--- src/rtl/wb_write_sched.sv ---
// wb_write_sched -- write-back scheduler for the multicycle MIPS datapath.
//
// The main control unit issues one write-back request per instruction. This
// block sequences the one or two register-file writes for that request.
// POP writes rt and then $sp. Link writes target $31. Each step drives the
// write-register mux select, the write-data mux select and the write enable.
//
// Ports:
//   clk        in   system clock, rising edge
//   reset      in   synchronous active-high reset, returns to IDLE
//   req_valid  in   request present
//   req_op     in   [2:0] write-back opcode
//   req_rt     in   [4:0] instruction[20:16], captured on accept
//   req_rd     in   [4:0] instruction[15:11], captured on accept
//   req_ready  out  request can be accepted this cycle
//   stall      in   register file not ready, freezes the current step
//   wreg_sel   out  [1:0] 00 rt, 01 $29, 10 $31, 11 rd
//   wdata_sel  out  [1:0] 00 ALU, 01 memory, 10 PC+4, 11 SP adjust
//   reg_write  out  register-file write enable
//   wreg_num   out  [4:0] resolved destination register of the current step
//   done       out  one-cycle pulse on the last step of a request
//   busy       out  high whenever not IDLE
//
// Build option:
//   ZERO_REG_GUARD_EN  when defined, reg_write is suppressed for any step
//                      whose destination is $0. Step timing, done and the
//                      selects are unaffected.
module wb_write_sched #(
  parameter logic [4:0] SP_REG = 5'd29,
  parameter logic [4:0] RA_REG = 5'd31
) (
  input  logic       clk,
  input  logic       reset,
  input  logic       req_valid,
  input  logic [2:0] req_op,
  input  logic [4:0] req_rt,
  input  logic [4:0] req_rd,
  output logic       req_ready,
  input  logic       stall,
  output logic [1:0] wreg_sel,
  output logic [1:0] wdata_sel,
  output logic       reg_write,
  output logic [4:0] wreg_num,
  output logic       done,
  output logic       busy
);

  localparam logic [2:0] OP_NOP = 3'b000;
  localparam logic [2:0] OP_POP = 3'b110;

  typedef enum logic [1:0] {
    IDLE  = 2'b00,
    STEP1 = 2'b01,
    STEP2 = 2'b10
  } state_t;

  state_t     state, state_nxt;
  logic [2:0] op_p1;
  logic [4:0] rt_p1, rd_p1;

  logic       we_raw;
  logic       last_step;
  logic       accept;
  logic       guard_ok;

  // Returns {wreg_sel, wdata_sel} for a given opcode and step.
  function automatic logic [3:0] step_sel(input logic [2:0] op, input logic second);
    logic [3:0] s;
    s = 4'b0000;
    case (op)
      3'b000: s = 4'b0000;
      3'b001: s = 4'b0000;
      3'b010: s = 4'b0001;
      3'b011: s = 4'b1100;
      3'b100: s = 4'b1010;
      3'b101: s = 4'b0111;
      3'b110: s = second ? 4'b0111 : 4'b0001;
      3'b111: s = 4'b1110;
      default: s = 4'b0000;
    endcase
    return s;
  endfunction

  // Step outputs decoded from the registered state and captured opcode
  always_comb begin
    wreg_sel  = 2'b00;
    wdata_sel = 2'b00;
    we_raw    = 1'b0;
    last_step = 1'b0;
    busy      = 1'b0;
    case (state)
      STEP1: begin
        busy                 = 1'b1;
        {wreg_sel, wdata_sel} = step_sel(op_p1, 1'b0);
        we_raw               = (op_p1 != OP_NOP);
        last_step            = (op_p1 != OP_POP);
      end
      STEP2: begin
        busy                 = 1'b1;
        {wreg_sel, wdata_sel} = step_sel(op_p1, 1'b1);
        we_raw               = 1'b1;
        last_step            = 1'b1;
      end
      default: ;
    endcase
  end

  // Idle must report register 0, so the mux is gated by busy.
  always_comb begin
    wreg_num = 5'd0;
    if (busy) begin
      case (wreg_sel)
        2'b00:   wreg_num = rt_p1;
        2'b01:   wreg_num = SP_REG;
        2'b10:   wreg_num = RA_REG;
        default: wreg_num = rd_p1;
      endcase
    end
  end

`ifdef ZERO_REG_GUARD_EN
  assign guard_ok = (wreg_num != 5'd0);
`else
  assign guard_ok = 1'b1;
`endif

  // Stall gates the enable and done combinationally; the selects stay put.
  assign reg_write = we_raw & ~stall & guard_ok;
  assign done      = last_step & ~stall;
  assign req_ready = (state == IDLE) | done;
  assign accept    = req_valid & req_ready;

  always_comb begin
    state_nxt = state;
    case (state)
      IDLE: if (accept) state_nxt = STEP1;
      STEP1, STEP2: begin
        if (!stall) begin
          if (!last_step)  state_nxt = STEP2;
          else if (accept) state_nxt = STEP1;
          else             state_nxt = IDLE;
        end
      end
      default: state_nxt = IDLE;
    endcase
  end

  // Request capture / state register
  always_ff @(posedge clk) begin
    if (reset) begin
      state <= IDLE;
      op_p1 <= 3'd0;
      rt_p1 <= 5'd0;
      rd_p1 <= 5'd0;
    end else begin
      state <= state_nxt;
      if (accept) begin
        op_p1 <= req_op;
        rt_p1 <= req_rt;
        rd_p1 <= req_rd;
      end
    end
  end

endmodule

--- config.mk ---
export PLATFORM = sky130hd
export DESIGN_NAME = wb_write_sched
export DESIGN_NICKNAME = d
export VERILOG_FILES = /design/src/rtl/wb_write_sched.sv
export SDC_FILE = /design/constraint.sdc
export NUM_CORES = 1
export LEC_CHECK = 0
export CELL_PAD_IN_SITES_DETAIL_PLACEMENT = 0
export CELL_PAD_IN_SITES_GLOBAL_PLACEMENT = 1
export CORE_MARGIN = 1.5
export CORE_UTILIZATION = 45
export DETAILED_ROUTE_END_ITERATION = 6
export DONT_BUFFER_PORTS = 1
export GPL_ROUTABILITY_DRIVEN = 1
export PLACE_DENSITY = 0.8
export SLEW_MARGIN = 30
export SYNTH_ARGS = -nofsm -noshare
export SYNTH_HDL_FRONTEND = slang
export SYNTH_SLANG_ARGS = --single-unit
--- constraint.sdc ---
create_clock -name clk -period 3.2 [get_ports clk]
set_input_delay 0.96 -clock clk [delete_from_list [all_inputs] [get_ports clk]]
set_output_delay 0.96 -clock clk [all_outputs]
set_load 0.02 [all_outputs]
==> report_table.html <==
<table>
<tr><th>Metric</th><th>Value</th></tr>
<tr><th colspan="2">Outcome</th></tr>
<tr><td>Run status</td><td>complete, no violations</td></tr>
<tr><th colspan="2">Synth</th></tr>
<tr><td>Area fraction in compound gates after synthesis</td><td>approximately 15%</td></tr>
<tr><td>Number of distinct library cells after synthesis</td><td>29</td></tr>
<tr><td>Cells taking the most area after synthesis</td><td>dfxtp_1 (36%), ha_1 (12%), mux2i_1 (11%)</td></tr>
<tr><td>Cells after Synth</td><td>129</td></tr>
<tr><td>Number of enable flip-flop cells after synthesis</td><td>0</td></tr>
<tr><td>Post-Synth Adder-Cell Area</td><td>a little under an eighth</td></tr>
<tr><td>Proportion of synthesized chip area in sequential cells</td><td>36.3%</td></tr>
<tr><td>Post-synthesis average cell area</td><td>8.98 um2</td></tr>
<tr><td>Synthesized-area fraction occupied by xor and xnor cells</td><td>0%</td></tr>
<tr><td>Yosys warning count</td><td>0</td></tr>
<tr><td>Post-synthesis sequential element count</td><td>21</td></tr>
<tr><td>Largest family of logic cells by synthesized area</td><td>simple AND/OR/NAND/NOR gates</td></tr>
<tr><td>Commonest cells post-synth</td><td>dfxtp_1 (21), nor2_1 (21), mux2i_1 (13)</td></tr>
<tr><td>Top FF cell, synth</td><td>dfxtp_1</td></tr>
<tr><td>Library cell with the largest summed area after synthesis</td><td>dfxtp_1</td></tr>
<tr><td>Simple-gate share of the synthesized area</td><td>roughly a fifth</td></tr>
<tr><td>Mapped Nets</td><td>around 160</td></tr>
<tr><td>Share of synthesized flip-flops with an asynchronous set or reset</td><td>0%</td></tr>
<tr><td>Mux share of post-synthesis cell area</td><td>between 10% and 20%</td></tr>
<tr><td>Synthesized cell area</td><td>1160 um2</td></tr>
<tr><td>Area share of the largest cell type after synthesis</td><td>36.3%</td></tr>
<tr><th colspan="2">Min path</th></tr>
<tr><td>Hold WC Path Type</td><td>reg -&gt; reg</td></tr>
<tr><td>Beginning of the worst hold path</td><td>state[0]</td></tr>
<tr><th colspan="2">CTS</th></tr>
<tr><td>Clock edge transition at the registers on the reported setup and hold paths</td><td>roughly 110 ps</td></tr>
<tr><td>Buffer depth of the longest clock path</td><td>2</td></tr>
<tr><td>CTS sink count</td><td>21</td></tr>
<tr><td>H-tree lvl count</td><td>1</td></tr>
<tr><td>Root buffer selected by CTS</td><td>clkbuf_4</td></tr>
<tr><td>Clock tree from TritonCTS</td><td>yes</td></tr>
<tr><td>Cts bufs inserted</td><td>3</td></tr>
<tr><td>Clock latency on the worst-skew pair</td><td>310 ps</td></tr>
<tr><th colspan="2">Worst setup path</th></tr>
<tr><td>Required time of the worst setup path</td><td>2240 ps</td></tr>
<tr><td>Type of element launching the critical path</td><td>flip-flop</td></tr>
<tr><td>Endpoint arrival time on the critical path</td><td>between 2000 and 2500 ps</td></tr>
<tr><td>Category of cells accounting for the largest share of critical-path delay</td><td>adder cells</td></tr>
<tr><td>Cell mode on critical path</td><td>inv_1</td></tr>
<tr><td>Critical path fanouts, max</td><td>7</td></tr>
<tr><td>Crit. Startpoint</td><td>state[0]</td></tr>
<tr><td>Largest stage delay, worst path</td><td>370 ps</td></tr>
<tr><td>RR Startpoint</td><td>state[1]</td></tr>
<tr><td>CP max stage cell</td><td>dfxtp_2</td></tr>
<tr><td>Kind of critical path</td><td>reg -&gt; out</td></tr>
<tr><td>Type of element capturing the critical path</td><td>output pin</td></tr>
<tr><td>Series of cell instances along the critical path</td><td>inv_1 &gt; ha_2 &gt; a22o_1 &gt; nand2_1 &gt; inv_1 &gt; ha_1 &gt; inv_2 &gt; o21ai_0 &gt; a21oi_1 &gt; buf_4</td></tr>
<tr><td>Buf+Inv Stages, Crit Path</td><td>4</td></tr>
<tr><th colspan="2">Final layout</th></tr>
<tr><td>Final net count</td><td>169</td></tr>
<tr><td>Final instance count without filler cells</td><td>170</td></tr>
<tr><td>FF/Latch Area</td><td>423 um2</td></tr>
<tr><td>Area Overhead vs Synth</td><td>13.3%</td></tr>
<tr><td>Final core utilization</td><td>a little over half</td></tr>
<tr><td>Layout cells sized above 1</td><td>between 20% and 30%</td></tr>
<tr><td>Number of fill cells in the layout</td><td>246</td></tr>
<tr><td>Diodes inserted</td><td>0</td></tr>
<tr><td>Multi-input logic area</td><td>around 710 um2</td></tr>
<tr><th colspan="2">Placement</th></tr>
<tr><td>Number of buffers inserted by port buffering</td><td>0</td></tr>
<tr><td>Post-detail-place hpwl</td><td>approximately 1.7 mm</td></tr>
<tr><td>Cell count after placement</td><td>between 150 and 200</td></tr>
<tr><td>Final RePlAce weighted congestion</td><td>between 0.7 and 0.8</td></tr>
<tr><th colspan="2">Floorplanning</th></tr>
<tr><td>IO Pins</td><td>30</td></tr>
<tr><td>Die span in y</td><td>53.7 um</td></tr>
<tr><td>Core Region</td><td>approximately 2500 um2</td></tr>
<tr><td>Effective utilization at floorplan</td><td>~47%</td></tr>
<tr><td>Placement Rows</td><td>18</td></tr>
<tr><td>Area of the die</td><td>2890 um2</td></tr>
<tr><td>Width of the chip</td><td>53.7 um</td></tr>
<tr><th colspan="2">Power and ir drop</th></tr>
<tr><td>Peak VDD IR</td><td>0.374 mV</td></tr>
<tr><td>Leakage dissipation</td><td>0.587 nW</td></tr>
<tr><td>Total power density per cell area</td><td>roughly 540 nW/um2</td></tr>
<tr><th colspan="2">Timing</th></tr>
<tr><td>Number of max-slew violations in the final report</td><td>0</td></tr>
<tr><td>Period Utilization, post-route</td><td>between 90% and 100%</td></tr>
<tr><td>Shortest clock period the worst path allows after layout</td><td>3060 ps</td></tr>
<tr><td>Endpoints failing setup</td><td>0</td></tr>
<tr><td>Worst clock skew</td><td>4.43 ps</td></tr>
<tr><td>Relative max-transition margin</td><td>a little under three quarters</td></tr>
<tr><td>RSZ-0062 raised after global routing</td><td>false</td></tr>
<tr><td>Slew at the pin closest to its max-slew limit</td><td>approximately 430 ps</td></tr>
<tr><td>Highest clock frequency the design can meet</td><td>327 MHz</td></tr>
<tr><td>Minimum hold slack</td><td>490 ps</td></tr>
<tr><td>Sum of negative setup slack</td><td>0 ps</td></tr>
<tr><td>Final hold vios</td><td>0</td></tr>
<tr><th colspan="2">Route</th></tr>
<tr><td>Met1 WL</td><td>1.04 mm</td></tr>
<tr><td>Pre-Repair DR Iteration Count</td><td>4</td></tr>
<tr><td>Detailed-route wire length</td><td>2.27 mm</td></tr>
<tr><td>DRC violations left</td><td>0</td></tr>
<tr><td>DR vias</td><td>892</td></tr>
<tr><td>Violation count after the first detailed-routing iteration</td><td>9</td></tr>
<tr><td>Amount of wire on met2 after detailed routing</td><td>1.11 mm</td></tr>
<tr><td>DRT antenna net count</td><td>0</td></tr>
<tr><td>Uppermost layer routed</td><td>met4</td></tr>
<tr><td>Average detailed-routed wire length per instance</td><td>~13 um</td></tr>
<tr><td>Met3 layer wire length in the routed design</td><td>90 um</td></tr>
<tr><td>Post-detailed-route via-to-cell ratio</td><td>5.25</td></tr>
<tr><th colspan="2">GRT</th></tr>
<tr><td>Pin count of the biggest net entering global routing</td><td>21</td></tr>
<tr><td>Antenna violations before repair</td><td>0</td></tr>
<tr><td>Number of global-route vias before repair</td><td>869</td></tr>
<tr><td>First-pass GRT wire length</td><td>3.60 mm</td></tr>
<tr><td>Final global-route overflow total</td><td>0</td></tr>
<tr><td>GRT Overall Usage</td><td>~17%</td></tr>
<tr><th colspan="2">Flow run</th></tr>
<tr><td>Maximum Capacitance Violations</td><td>0</td></tr>
</table>
[cell families (layout without fill, tap and decap cells)]
logic type | after synthesis | after routing
adder cells (fa/ha/maj) | 11 | 11
AO/OA/AOI/OAI | 24 | 24
multiplexers | 15 | 15
AND/OR/NAND/NOR | 47 | 47
buffers and inverters | 11 | 22
flip-flops | 21 | 21
[power breakdown]
group          switching (mW)  internal [mW]  leakage [nW]  total (mW)
registers              0.0207          0.297         0.174       0.318
clock network          0.0819         0.0477        0.0139       0.130
logic                   0.146          0.122         0.400       0.267
total                   0.248          0.466         0.587       0.715
[timing repair]
item,4_1_cts,5_1_grt
buffers inserted,0,1
hold buffers,0,0
gates resized for setup,2,7
endpoints found under the setup margin,4,5
[layer usage]
metal  global-route usage, %  vias up
met5                       0        -
met4                    4.70        0
met3                    5.83        4
met2                    29.7       14
met1                    20.5      411
li1                        -      463
[tightest hold or removal path, cell delays in order, from the launching register on]
cell,delay [ps]
dfxtp_2,360
nand2_1,60
a21oi_1,50
[final cells by class]
type	count	area share, %
well taps	30	2.86
clock buffers	3	1.72
clock inverters	1	0.572
inverters	7	2.00
multi-input cells	97	54.3
flip-flops and latches	21	32.2
repair buffers	11	6.29
[cell usage in the layout, fill, tap and decap left out, types with 2 or more instances in the layout]
| cell | n |
|---|---|
| nand3_1 | 2 |
| mux2_4 | 2 |
| ha_1 | 9 |
| nor2b_1 | 2 |
| or2_2 | 2 |
| mux2i_1 | 13 |
| o21ai_0 | 5 |
| dfxtp_1 | 19 |
| nand2b_1 | 2 |
| o21a_1 | 2 |
| nor2_1 | 20 |
| buf_4 | 11 |
| clkbuf_4 | 3 |
| a21oi_1 | 9 |
| nand2_1 | 11 |
| dfxtp_2 | 2 |
| o21ai_1 | 2 |
| inv_1 | 6 |
[path summary, 6_finish.rpt]
kind	endpoint	slack, ps	depth (start not counted)
max	wreg_num[3]	140	10
min	state[0]	490	2
max reg2reg	flip-flop	480	10
min reg2reg	state[0]	490	2
[metrics by stage]
stage | total power, mW | setup slack, ps | area (um2)
after floorplan | 0.519 | 220 | 1160
after global placement | 0.571 | 353 | 1250
after detailed placement | 0.575 | 319 | 1250
after CTS | 0.709 | 3.13 | 1290
after global routing | 0.765 | 10.8 | 1310
final | 0.715 | 141 | 1310
(Power assumes the default switching activity.)
